[src/rtl/shift_register_fifo.sv]
// rtl/shift_register_fifo.sv - SRL-style shift-register FIFO with a registered dynamic read tap
// Pushes shift in at tap 0; the oldest word is read from the tap tracked by r_rd_addr.
module shift_register_fifo #(
  parameter int DATA_WIDTH = 8,
  parameter int DEPTH      = 16
) (
  input  logic                         clk,
  input  logic                         reset_n,
  input  logic                         s_valid,
  output logic                         s_ready,
  input  logic [DATA_WIDTH-1:0]        s_data,
  output logic                         m_valid,
  input  logic                         m_ready,
  output logic [DATA_WIDTH-1:0]        m_data,
  output logic [$clog2(DEPTH+1)-1:0]   count
);

  localparam int CW = $clog2(DEPTH + 1);
  localparam int AW = (DEPTH > 1) ? $clog2(DEPTH) : 1;

  generate
    if (DEPTH < 2) begin : g_bad_depth
      $error("shift_register_fifo: DEPTH must be at least 2");
    end
  endgenerate

  logic [DATA_WIDTH-1:0] r_sr [DEPTH];
  logic [CW-1:0]         r_count;
  logic [AW-1:0]         r_rd_addr;
  logic                  r_m_valid;
  logic                  r_s_ready;

  logic                  w_push;
  logic                  w_pop;
  logic [CW-1:0]         w_count_nxt;
  logic [AW-1:0]         w_rd_addr_nxt;

  assign w_push = s_valid & r_s_ready;
  assign w_pop  = r_m_valid & m_ready;

  // Storage has no reset so the shift column maps onto SRL primitives.
  always_ff @(posedge clk) begin
    if (w_push) begin
      r_sr[0] <= s_data;
      for (int i = 1; i < DEPTH; i++) begin
        r_sr[i] <= r_sr[i-1];
      end
    end
  end

  always_comb begin
    w_count_nxt   = r_count;
    w_rd_addr_nxt = r_rd_addr;
    case ({w_push, w_pop})
      2'b10: begin
        w_count_nxt = r_count + CW'(1);
        if (r_count != '0) begin
          w_rd_addr_nxt = r_rd_addr + AW'(1);
        end
      end
      2'b01: begin
        w_count_nxt = r_count - CW'(1);
        if (r_count != CW'(1)) begin
          w_rd_addr_nxt = r_rd_addr - AW'(1);
        end
      end
      default: begin
        w_count_nxt   = r_count;
        w_rd_addr_nxt = r_rd_addr;
      end
    endcase
  end

  // Flags are computed from the next occupancy so they stay registered.
  always_ff @(posedge clk or negedge reset_n) begin
    if (!reset_n) begin
      r_count   <= '0;
      r_rd_addr <= '0;
      r_m_valid <= 1'b0;
      r_s_ready <= 1'b0;
    end else begin
      r_count   <= w_count_nxt;
      r_rd_addr <= w_rd_addr_nxt;
      r_m_valid <= (w_count_nxt != '0);
      r_s_ready <= (w_count_nxt != CW'(DEPTH));
    end
  end

  assign m_data  = r_sr[r_rd_addr];
  assign m_valid = r_m_valid;
  assign s_ready = r_s_ready;
  assign count   = r_count;

endmodule
[config.mk]
export PLATFORM = sky130hd
export DESIGN_NAME = shift_register_fifo
export DESIGN_NICKNAME = d
export VERILOG_FILES = /design/src/rtl/shift_register_fifo.sv
export SDC_FILE = /design/constraint.sdc
export NUM_CORES = 1
export LEC_CHECK = 0
export BUFFER_PORTS_ARGS = -buffer_cell sky130_fd_sc_hd__buf_4
export CAP_MARGIN = 20
export CORE_ASPECT_RATIO = 2
export CORE_MARGIN = 8
export CORE_UTILIZATION = 50
export DETAILED_ROUTE_END_ITERATION = 8
export PLACE_DENSITY = 0.71
export SLEW_MARGIN = 20
export SYNTH_ARGS = -nofsm -noshare
export SYNTH_HDL_FRONTEND = slang
export SYNTH_SLANG_ARGS = --single-unit
[constraint.sdc]
create_clock -name clk -period 8.4 [get_ports clk]
set_input_delay 0.84 -clock clk [delete_from_list [all_inputs] [get_ports clk]]
set_output_delay 0.84 -clock clk [all_outputs]
set_load 0.01 [all_outputs]
# == Word-level counts from Yosys, hierarchy flattened ==
# Memories as Yosys holds them, arrays and structs flattened.
# Index checks and enable logic that the tools add are counted.
# totals
reg_bits,11
ramBits,128
input_bits,12
wordCells,27
memories,1
# op_classes
add_sub_neg,4
eq_ne,6
mux,6
bitwise_logic,2
n_reduce_logical,4
# memory_table
memory,depth,width,read_ports,rd_ports_with_merged_regs,wr,line,rtl
r_sr,16,8,16,0,16,27,logic [DATA_WIDTH-1:0] r_sr [DEPTH];
# op_table
operator,count
$pmux 5 s2,1
$reduce_bool 5->1,2
$mux 4,2
$pmux 4 s2,1
$add 5x1->5 const B,1
$ne 5x1->1 const B,1
$ne 5x5->1 const B,1
$sub 5x1->5 const B,1
$add 4x1->4 const B,1
$ne 2x2->1 const B,2
$sub 4x1->4 const B,1
$reduce_and 3->1,1
$and 1x1->1,2
$eq 2x1->1 const B,1
$eq 2x2->1 const B,1
$mux 1,2
$reduce_bool 2->1,1

# == Depth between registers and ports, before layout ==
# Gate-level depths: netlist of run 1.
# logic_depth
word_depth,4
depth_mapped,8

# == Least setup slack after synthesis of run 1 ==
# No wires, ideal clock.
# synth_timing
kind,input to register
startpoint,input port s_valid
endpoint,register r_rd_addr[2]
arrival_ps,4572
slack_ps,3703
cell_stages,6
path_cell_list,nand2_1 -> inv_1 -> ha_1 -> a22o_1 -> a21oi_1 -> mux2_2
# synth_between
elab_chain_len,4
elab_cells_between_ends,8
cone_classes,eq/ne (4); mux (1); bitwise (1); reduce/logical (2)
# synth_rtl
element,line,rtl
start: declaration,9,"input logic s_valid,"
$and 1x1->1 *,38,assign w_push = s_valid & r_s_ready;
net w_push,33,logic w_push;
$eq 2x1->1 / $eq 2x2->1 (equally long branches),54,"case ({w_push, w_pop})"
$ne 2x2->1 (no line) / $reduce_bool 2->1 (equally long branches),-,
$reduce_and 3->1 (no line),-,
end signal: assignment,83,r_rd_addr <= w_rd_addr_nxt;
end: declaration,29,logic [AW-1:0] r_rd_addr;
# Mark *: on every way through the listed nets, which the timed path passes. The rest lies on a longest branch.
# A chain may end at the register's enable or synchronous reset.

# == Final worst setup path of run 1 ==
# layout_timing
startpoint,register r_rd_addr[0]
endpoint,output port m_data[7]
# layout_between
elab_chain_len,1
# layout_rtl
element,line,rtl
$mem_v2 16x8,-,
end: declaration,14,"output logic [DATA_WIDTH-1:0] m_data,"
# Every way passes these cells.

==> results.sh, run 1 <==
export IMPL_clkLatencyLatePin_ps=410
export IMPL_fmax_mhz=294
export IMPL_min_period_ps=3400
export IMPL_hpwl_um=5660
export IMPL_cp_end_kind="output port"
export IMPL_core_um2=11200
export IMPL_drt_initial_drc_count=298
export IMPL_ios=27
export IMPL_htreeDepth=4
export IMPL_design_area_um2=6660
export IMPL_yosysWarnings=0
export IMPL_grt_pass1_vias=2825
export IMPL_vias=2622
export IMPL_gp_congestion=0.791
export IMPL_max_vdd_ir_drop_uv=195
export IMPL_placed_cell_area_um2=6030
export IMPL_min_period_over_period_pct=40.5
export IMPL_multi_input_area_um2=1470
export IMPL_drv_slew=0
export IMPL_required_ps=7560
export IMPL_wl_um=9430
export IMPL_p_seq_share_pct=41.4
export IMPL_die_w_um=91.6
export IMPL_combPwrFrac_pct=27.9
export IMPL_cts_buffers=17
export IMPL_rr_startpoint="s_ready$_DFF_PN0_"
export IMPL_pwr_share_clk_pct=30.8
export IMPL_tns_ps=0
export IMPL_cp_arrival_ps=2560
export IMPL_worst_pin_slew_ps=952
export IMPL_ctsResizeCount=0
export IMPL_async_flop_share_pct=7.91
export IMPL_cts_tree="yes"
export IMPL_ctsHoldBuffers=0
export IMPL_skew_ps=6.46
export IMPL_drv_cap=0
export IMPL_synthCells=263
export IMPL_layout_common_cells="edfxtp_1 (128), buf_4 (29), mux4_1 (26), clkbuf_16 (17), mux4_2 (14)"
export IMPL_timing_critical_path_from="r_rd_addr[0]$_DFFE_PN0P_"
export IMPL_nets=319
export IMPL_die_area_um2=15300
export IMPL_powerDensity_nw_per_um2=391
export IMPL_swShare_pct=27.7
export IMPL_clk_pin_slew_ps=50
export IMPL_start_util_pct=50.9
export IMPL_outcome="finished clean"
export IMPL_grt_antenna_before_repair=0
export IMPL_syn2layout_area_growth_pct=16.6
export IMPL_wl_per_cell_um=20.8
export IMPL_cts_root_buf="clkbuf_16"
export IMPL_ant_nets=0
export IMPL_syn_area_um2=5710
export IMPL_whs_ps=259
export IMPL_dr_pass1_iters=4
export IMPL_fill_cells=796
export IMPL_row_count=55
export IMPL_grt_max_degree=81
export IMPL_worst_path_max_fanout=34
export IMPL_viasPerCell=5.79
export IMPL_p_sw_uw=721
export IMPL_final_common_cell="edfxtp_1"
export IMPL_critPathLaunchType="flop"
export IMPL_drive_gt1_share_pct=24.8
export IMPL_die_h_um=167
export IMPL_cellInternalPower_mw=1.88
export IMPL_cts_buffer_depth=2
export IMPL_synth_enable_flop_cells=128
export IMPL_ys_ff_latch=139
export IMPL_placedCellCount=421
export IMPL_slew_headroom_pct=36.5
export IMPL_crit_type="flop to output port"
export IMPL_post_cts_buffers=0
export IMPL_cts_sinks=139
export IMPL_stdcell_count=453
export IMPL_avgSynthCellArea_um2=21.7
export IMPL_yosysUniqueCellTypes=34
export IMPL_port_buffers=26
export IMPL_grt_pass1_wl_um=15200
export IMPL_regArea_um2=4120
export IMPL_ys_flop_type="edfxtp_1"
export IMPL_drc=0
export IMPL_finalHoldViolations=0
export IMPL_insertedDiodeCount=0
export IMPL_power_leakage_nw=2.44
export IMPL_hold_class="input port to async pin"
export IMPL_synth_nets=284
export IMPL_rsz0062_at_grt="no"
export IMPL_grt_usage_pct=13.1
export IMPL_setup_violations=0
export IMPL_ys_seq_area_share_pct=72.1
export IMPL_grt_ovfl_total=0
power by group through the flow:
| stage | Clock [mW] | Sequential (mW) | Combinational, mW |
|---|---|---|---|
| CTS | 0.818 | 1.08 | 0.742 |
| detailed placement | 0 | 1.09 | 0.737 |
| floorplan | 0 | 1.04 | 0.556 |
| global route | 0.846 | 1.10 | 0.782 |
| global placement | 0 | 1.08 | 0.723 |
| finish | 0.801 | 1.08 | 0.726 |
per-layer routing:
metal	global-route usage (%)	routed length, um
met4	7.18	170
met2	21.2	4970
met5	0	0
met1	15.4	4010
met3	3.67	278
worst paths after layout:
kind	slack (ps)	cells past startpoint	to
min in group clk	440	0	r_sr[4][3]$_DFFE_PP_
worst max-delay path	5000	4	m_data[7]
worst min-delay path	260	1	r_rd_addr[1]$_DFFE_PN0P_
max in group asynchronous	7990	1	count[4]$_DFF_PN0_
worst min register to register	440	0	r_sr[4][3]$_DFFE_PP_
worst max register to register	6050	7	r_rd_addr[3]$_DFFE_PN0P_
cell families after synthesis:
family,after synthesis,share of synthesized area (%)
adders and majority gates,9,2.10
xor gates and xnor gates,3,0.460
DFF,139,72.1
and+or+nand+nor,22,1.93
buffers and inverters,25,2.21
muxes,46,18.6
AOI/OAI and AO/OA,19,2.56
synth_stat cells, types with 2 or more instances:
library cell | count | area share [%]
nor3b_1 | 2 | 0.26
xnor2_1 | 3 | 0.46
nand3_1 | 3 | 0.26
mux4_2 | 14 | 5.5
inv_1 | 12 | 0.79
nor3_1 | 2 | 0.18
nor2_1 | 4 | 0.26
nand2_1 | 8 | 0.53
mux2i_1 | 2 | 0.35
dfrtp_1 | 11 | 4.8
buf_6 | 4 | 0.79
edfxtp_1 | 128 | 67
ha_1 | 8 | 1.8
clkbuf_1 | 6 | 0.39
buf_2 | 2 | 0.18
o211ai_1 | 3 | 0.39
mux2_2 | 4 | 0.79
a21oi_1 | 5 | 0.44
mux4_1 | 26 | 12
o221ai_1 | 2 | 0.31
stage by stage:
| stage | setup slack [ps] | total power [mW] | utilization (%) |
|---|---|---|---|
| 3_5_place_dp | 5400 | 1.83 | 53.7 |
| 3_3_place_gp | 5400 | 1.80 | 53.7 |
| 6_report | 5000 | 2.60 | 59.4 |
| 2_1_floorplan | 3700 | 1.60 | - |
| 4_1_cts | 4940 | 2.64 | 59.4 |
| 5_1_grt | 4890 | 2.73 | 59.4 |
layout make-up:
cell class,instances,area share (%)
sequential,139,61.8
timing repair buffer,29,3.27
clock buffer,20,6.56
tap,142,2.67
inverter,12,0.714
clock inverter,12,2.95
multi-input combinational,99,22.0
registers in the layout (all words and copies together) (netlist names):
name / flops
r_rd_addr: 4
s_ready: 1
count: 5
r_sr: 128
m_valid: 1
worst max-delay path, cell delays in order, from the launching register on:
cell and delay (ps):
dfrtp_1 320, buf_4 490, mux4_1 660, mux4_2 500, buf_4 160
Note: power is estimated with default switching activity, not from simulation.
==> run 2: changes to the inputs <==
--- a/config.mk
+++ b/config.mk
@@ -5,13 +5,14 @@
 export SDC_FILE = /design/constraint.sdc
 export NUM_CORES = 1
 export LEC_CHECK = 0
+export ABC_AREA = 1
 export BUFFER_PORTS_ARGS = -buffer_cell sky130_fd_sc_hd__buf_4
 export CAP_MARGIN = 20
 export CORE_ASPECT_RATIO = 2
 export CORE_MARGIN = 8
 export CORE_UTILIZATION = 50
 export DETAILED_ROUTE_END_ITERATION = 8
-export PLACE_DENSITY = 0.71
+export PLACE_DENSITY = 0.74
 export SLEW_MARGIN = 20
 export SYNTH_ARGS = -nofsm -noshare
 export SYNTH_HDL_FRONTEND = slang
==> constraint.sdc (replaced) <==
create_clock -name clk -period 3.1 [get_ports clk]
set_input_delay 0.31 -clock clk [delete_from_list [all_inputs] [get_ports clk]]
set_output_delay 0.31 -clock clk [all_outputs]
set_load 0.01 [all_outputs]
==> run 2 against run 1 <==
Against the previous run: die area increased by 3.5%; worst hold slack lost 190 ps; core utilization shrank 1.3 points; critical path type unchanged; largest cell class unchanged.
==> results.sh, run 2 <==
export IMPL_layout_common_cells="edfxtp_1 (128), nor2_1 (98), nand2_1 (52), nand3_1 (48), o21ai_0 (40)"
export IMPL_design_area_um2=6790
export IMPL_power_leakage_nw=2.57
export IMPL_cts_tree="yes"
export IMPL_critical_path_slowest_cell="buf_4"
export IMPL_wl_per_cell_um=17.7
export IMPL_clk_pin_slew_ps=60
export IMPL_syn_area_um2=5950
export IMPL_synth_top_area_share_pct=64.6
export IMPL_ys_flop_type="edfxtp_1"
export IMPL_p_sw_mw=2.40
export IMPL_die_h_um=170
export IMPL_p_total_mw=6.71
export IMPL_hpwl_um=7260
export IMPL_outcome="finished clean"
export IMPL_yosysUniqueCellTypes=26
export IMPL_cts_root_buf="clkbuf_16"
export IMPL_core_um2=11700
export IMPL_post_cts_buffers=0
export IMPL_grt_ovfl_total=0
export IMPL_row_count=56
export IMPL_drv_cap=0
export IMPL_drive_gt1_share_pct=13.5
export IMPL_grt_pass1_wl_um=19800
export IMPL_cp_num_buf_inv=2
export IMPL_drv_slew=0
export IMPL_placed_cell_area_um2=6210
export IMPL_cp_arrival_ps=2180
export IMPL_viasPerCell=5.68
export IMPL_grt_pass1_vias=3980
export IMPL_ant_nets=0
export IMPL_powerDensity_nw_per_um2=988
export IMPL_yosysWarnings=0
export IMPL_skew_ps=7.50
export IMPL_min_period_ps=2490
export IMPL_slew_headroom_pct=52.5
export IMPL_grt_max_degree=129
export IMPL_clkLatencyLatePin_ps=420
export IMPL_slowest_delay_ps=580
export IMPL_min_period_over_period_pct=80.4
export IMPL_wl_um=12100
export IMPL_ys_ff_latch=139
export IMPL_die_area_um2=15800
export IMPL_nets=549
export IMPL_ios=27
export IMPL_p_seq_share_pct=37.2
export IMPL_cp_end_kind="output port"
export IMPL_synth_nets=523
export IMPL_async_flop_share_pct=7.91
export IMPL_setup_violations=0
export IMPL_vias=3898
export IMPL_grt_antenna_before_repair=0
export IMPL_syn2layout_area_growth_pct=14.3
export IMPL_synthTopCellsByArea="edfxtp_1 (65%), nor2_1 (6.2%), dfrtp_1 (4.6%)"
export IMPL_crit_type="flop to output port"
export IMPL_rsz0062_at_grt="no"
export IMPL_port_buffers=26
export IMPL_avgSynthCellArea_um2=11.8
export IMPL_synth_most_common_cell="edfxtp_1"
export IMPL_regMostFlops="r_sr"
export IMPL_grt_usage_pct=16.3
export IMPL_fin_ws_ps=608
export IMPL_yosys_top_cells_count="edfxtp_1 (128), nor2_1 (98), nand2_1 (54), nand3_1 (48), o21ai_0 (41)"
export IMPL_cts_buffer_depth=2
export IMPL_insertedDiodeCount=0
export IMPL_gp_congestion=0.757
export IMPL_drt_initial_drc_count=353
export IMPL_ys_seq_area_share_pct=69.3
export IMPL_pwr_share_clk_pct=29.5
export IMPL_htreeDepth=4
export IMPL_place_ws_ps=1020
export IMPL_dr_pass1_iters=5
export IMPL_synth_enable_flop_cells=128
export IMPL_final_common_cell="edfxtp_1"
export IMPL_path_cells="buf_4 > o21ai_0 > o211ai_1 > nand3_1 > nand2_1 > buf_4"
export IMPL_finalHoldViolations=0
export IMPL_synthCells=502
export IMPL_combPwrFrac_pct=33.4
export IMPL_cp_common_cell="buf_4"
export IMPL_swShare_pct=35.8
export IMPL_max_vdd_ir_drop_uv=657
export IMPL_worst_pin_slew_ps=713
export IMPL_start_util_pct=50.8
export IMPL_cts_buffers=17
export IMPL_critPathLaunchType="flop"
export IMPL_worst_path_max_fanout=74
export IMPL_yosys_area_top_type="edfxtp_1"
export IMPL_cellInternalPower_mw=4.31
export IMPL_critical_path_top_delay_family="buffers and inverters"
export IMPL_die_w_um=93.1
export IMPL_drc=0
export IMPL_hold_class="input port to flop"
export IMPL_fmax_mhz=401
export IMPL_largest_register_ffs=128
export IMPL_required_ps=2790
export IMPL_cts_sinks=139
## run 2: cell types whose count changed in the layout (fill, tap and decap cells not counted), moves of 4 or more
| cell | change |
|---|---|
| nor2_1 | +94 |
| nand3_1 | +45 |
| nand2_1 | +44 |
| o21ai_0 | +39 |
| mux4_1 | -26 |
| o211ai_1 | +21 |
| o21ai_1 | +20 |
| inv_1 | +16 |
| mux4_2 | -14 |
| a21oi_1 | -5 |
| buf_4 | +4 |
| mux2_2 | -4 |
## run 2: worst register-to-register path, cell delays in order (launching register included)
cell     delay, ps
dfrtp_1        380
nand2_2        100
ha_1           370
ha_1           310
nand2_1         70
inv_1           40
o21ai_0        210
nand2_1         80
nand2_1         60
nand2_1         50
nand2_1         60
o21ai_1         60
## run 2: path summary, 6_finish.rpt
kind                                          start                        to  slack (ps)  cells past startpoint
setup reg to reg                  s_ready$_DFF_PN0_  r_rd_addr[3]$_DFFE_PN0P_        1190                     11
hold / removal                            s_data[3]      r_sr[0][3]$_DFFE_PP_          70                      1
setup / recovery           r_rd_addr[0]$_DFFE_PN0P_                 m_data[5]         610                      6
hold reg to reg                r_sr[2][7]$_DFFE_PP_      r_sr[3][7]$_DFFE_PP_         450                      0
max in group asynchronous                   reset_n  r_rd_addr[0]$_DFFE_PN0P_        2650                      2
min in group asynchronous                   reset_n  r_rd_addr[0]$_DFFE_PN0P_         280                      2
## run 2: power by group through the flow
| stage | clock network [mW] | logic [mW] | registers, mW |
|---|---|---|---|
| finish | 1.98 | 2.24 | 2.50 |
| global route | 2.08 | 2.51 | 2.52 |
| CTS | 2.01 | 2.26 | 2.49 |
| detailed placement | 0 | 2.25 | 2.53 |
| global placement | 0 | 2.18 | 2.52 |
| floorplan | 0 | 1.66 | 2.48 |
## run 2: cell type report
| type | count | area, um2 |
|---|---|---|
| Timing Repair Buffer | 35 | 278 |
| Tap cell | 145 | 181 |
| Fill cell | 898 | 4910 |
| Sequential cell | 139 | 4120 |
| Inverter | 31 | 120 |
| Clock inverter | 14 | 148 |
| Multi-Input combinational cell | 304 | 1520 |
| Clock buffer | 18 | 429 |
## run 2: cells by family (layout without fill, tap and decap cells)
kind of cell,after synthesis,count (layout),share of synthesized area [%]
AND/OR/NAND/NOR,205,205,14.3
flip-flops,139,139,69.3
buffers and inverters,59,98,5.35
XOR/XNOR,3,3,0.442
AO/OA/AOI/OAI,87,87,8.65
adder cells (fa/ha/maj),9,9,2.02
## run 2: per-stage QoR
step	setup TNS, ps	utilization [%]	instances	hold WS [ps]
after floorplan	-2800	-	502	14.4
after global placement	0	53.0	653	158
after detailed placement	0	53.0	653	162
after CTS	0	58.1	686	53.6
after global routing	0	58.1	686	51.7
final	0	58.1	686	67.7
## run 2: repair_timing
| item | in CTS | in global routing |
|---|---|---|
| hold buffers | 1 | 0 |
| resized for setup | 0 | 0 |
| hold endpoints to repair | 11 | 0 |
## run 2: routing by layer
| metal | part of all wire [%] | global-route usage [%] | up-vias | routed length, um |
|---|---|---|---|---|
| met4 | 3.3 | 9.25 | 0 | 397 |
| li1 | - | - | 1810 | - |
| met1 | 40 | 18.4 | 1924 | 4890 |
| met2 | 53 | 27.7 | 137 | 6390 |
| met3 | 3.8 | 3.40 | 27 | 462 |
| met5 | 0 | 0 | - | 0 |
==> run 3: changes to the inputs <==
==> constraint.sdc (replaced) <==
create_clock -name clk -period 2.2 [get_ports clk]
set_input_delay 0.22 -clock clk [delete_from_list [all_inputs] [get_ports clk]]
set_output_delay 0.22 -clock clk [all_outputs]
set_load 0.01 [all_outputs]
==> run 3 against run 2 <==
Against the previous run: design area grew 3.0%; clock-buffer cell count is the same; register-to-register slack lost 890 ps; critical path type unchanged; total power grew 45%; worst hold slack gained 120 ps; non-clock buffer count grew 17; via count grew 2.5%; sequential cell count is the same; final cell count grew 2.3%.
==> results.sh, run 3 (same netlist as run 2, synthesis figures left out) <==
export IMPL_cp_end_kind="output port"
export IMPL_min_period_over_period_pct=96.1
export IMPL_whs_ps=184
export IMPL_hpwl_um=7160
export IMPL_insertedDiodeCount=0
export IMPL_cts_buffer_depth=2
export IMPL_wl_per_cell_um=18.1
export IMPL_placedCellCount=654
export IMPL_drc=0
export IMPL_cts_tree="yes"
export IMPL_cts_root_buf="clkbuf_16"
export IMPL_largest_register_ffs=128
export IMPL_die_h_um=170
export IMPL_grt_pass1_vias=3952
export IMPL_viasPerCell=5.69
export IMPL_grt_pass1_wl_um=19800
export IMPL_max_vdd_ir_drop_uv=916
export IMPL_outcome="finished clean"
export IMPL_ff2ff_setup_slack_ps=300
export IMPL_vias=3994
export IMPL_power_leakage_nw=2.68
export IMPL_critical_path_top_delay_family="flip-flops"
export IMPL_fin_ws_ps=86.3
export IMPL_gp_congestion=0.744
export IMPL_drv_slew=0
export IMPL_required_ps=1980
export IMPL_die_area_um2=15800
export IMPL_cts_sinks=139
export IMPL_ios=27
export IMPL_layout_common_cells="edfxtp_1 (128), nor2_1 (98), nand2_1 (52), nand3_1 (48), o21ai_0 (40)"
export IMPL_grt_usage_pct=16.2
export IMPL_stdcell_count=702
export IMPL_timing_rr_end="r_rd_addr[3]$_DFFE_PN0P_"
export IMPL_slew_headroom_pct=52.5
export IMPL_core_um2=11700
export IMPL_drive_gt1_share_pct=13.8
export IMPL_ant_nets=0
export IMPL_start_util_pct=50.8
export IMPL_rr_startpoint="s_ready$_DFF_PN0_"
export IMPL_die_w_um=93.1
export IMPL_path_cells="buf_12 > o21ai_0 > o211ai_1 > nand3_1 > nand2_1 > buf_4"
export IMPL_slowest_delay_ps=500
export IMPL_wl_um=12700
export IMPL_dr_pass1_iters=5
export IMPL_finalHoldViolations=0
export IMPL_htreeDepth=4
export IMPL_regMostFlops="r_sr"
export IMPL_grt_ovfl_total=0
export IMPL_grt_antenna_before_repair=0
export IMPL_cp_arrival_ps=1890
export IMPL_hold_class="input port to async pin"
export IMPL_cts_buffers=17
export IMPL_finish_utilization_pct=59.8
export IMPL_p_total_mw=9.72
export IMPL_fill_cells=893
export IMPL_critPathLaunchType="flop"
export IMPL_port_buffers=26
export IMPL_powerDensity_nw_per_um2=1390
export IMPL_clk_pin_slew_ps=60
export IMPL_reg2reg_depth=11
export IMPL_cp_num_buf_inv=2
export IMPL_worst_path_max_fanout=37
export IMPL_worst_pin_slew_ps=713
export IMPL_crit_type="flop to output port"
export IMPL_setup_violations=0
export IMPL_clkLatencyLatePin_ps=410
export IMPL_fmax_mhz=473
export IMPL_drv_cap=0
export IMPL_critical_path_slowest_cell="dfrtp_2"
export IMPL_place_ws_ps=351
export IMPL_final_common_cell="edfxtp_1"
export IMPL_syn2layout_area_growth_pct=17.7
export IMPL_grt_max_degree=129
export IMPL_nets=566
export IMPL_min_period_ps=2110
export IMPL_skew_ps=7.12
export IMPL_row_count=56
export IMPL_drt_initial_drc_count=463
-- run 3: what timing repair did --
action | in CTS | in global routing
buffers inserted | 0 | 6
gates resized for setup | 1 | 3
endpoints found under the hold margin | 19 | 0
gates cloned | 0 | 2
hold buffers | 9 | 0
endpoints found under the setup margin | 5 | 8
pin swaps | 0 | 1
-- run 3: cell type report --
| type | count | area, um2 | share of cell area (%) |
|---|---|---|---|
| Inverter | 31 | 128 | 1.82 |
| Tap cell | 145 | 181 | 2.59 |
| Clock inverter | 13 | 109 | 1.56 |
| Clock buffer | 18 | 429 | 6.13 |
| Timing Repair Buffer | 52 | 514 | 7.35 |
| Multi-Input combinational cell | 304 | 1520 | 21.7 |
| Sequential cell | 139 | 4120 | 58.9 |
-- run 3: how the worst max path moves through the flow --
stage | startpoint | to | slack [ps] | cells past startpoint
final | r_rd_addr[0]$_DFFE_PN0P_ | m_data[6] | 90 | 6
after global routing | r_rd_addr[0]$_DFFE_PN0P_ | m_data[3] | -4 | 9
after CTS | r_rd_addr[0]$_DFFE_PN0P_ | m_data[3] | 40 | 9
after detailed placement | s_ready$_DFF_PN0_ | r_rd_addr[3]$_DFFE_PN0P_ | 350 | 11
after global placement | s_ready$_DFF_PN0_ | r_rd_addr[3]$_DFFE_PN0P_ | 390 | 11
after floorplan | s_ready$_DFF_PN0_ | m_valid$_DFF_PN0_ | -1290 | 9
-- run 3: stage by stage --
| step | cell area [um2] | TNS (ps) |
|---|---|---|
| 4_1_cts | 6880 | 0 |
| 3_5_place_dp | 6250 | 0 |
| 6_report | 7000 | 0 |
| 5_1_grt | 7000 | -6.61 |
| 3_3_place_gp | 6250 | 0 |
| 2_1_floorplan | 5960 | -89410 |
-- run 3: where the power goes --
group	internal, mW	switching, mW
registers	3.28	0.271
clock network	1.63	1.01
logic	1.40	2.14
total	6.30	3.42
-- run 3: routing by layer --
layer	vias up	global-route usage (%)	routed length, um
met5	-	0	0
met3	34	4.02	589
met1	1969	18.9	4950
met4	0	9.11	444
li1	1847	-	-
met2	144	26.6	6700
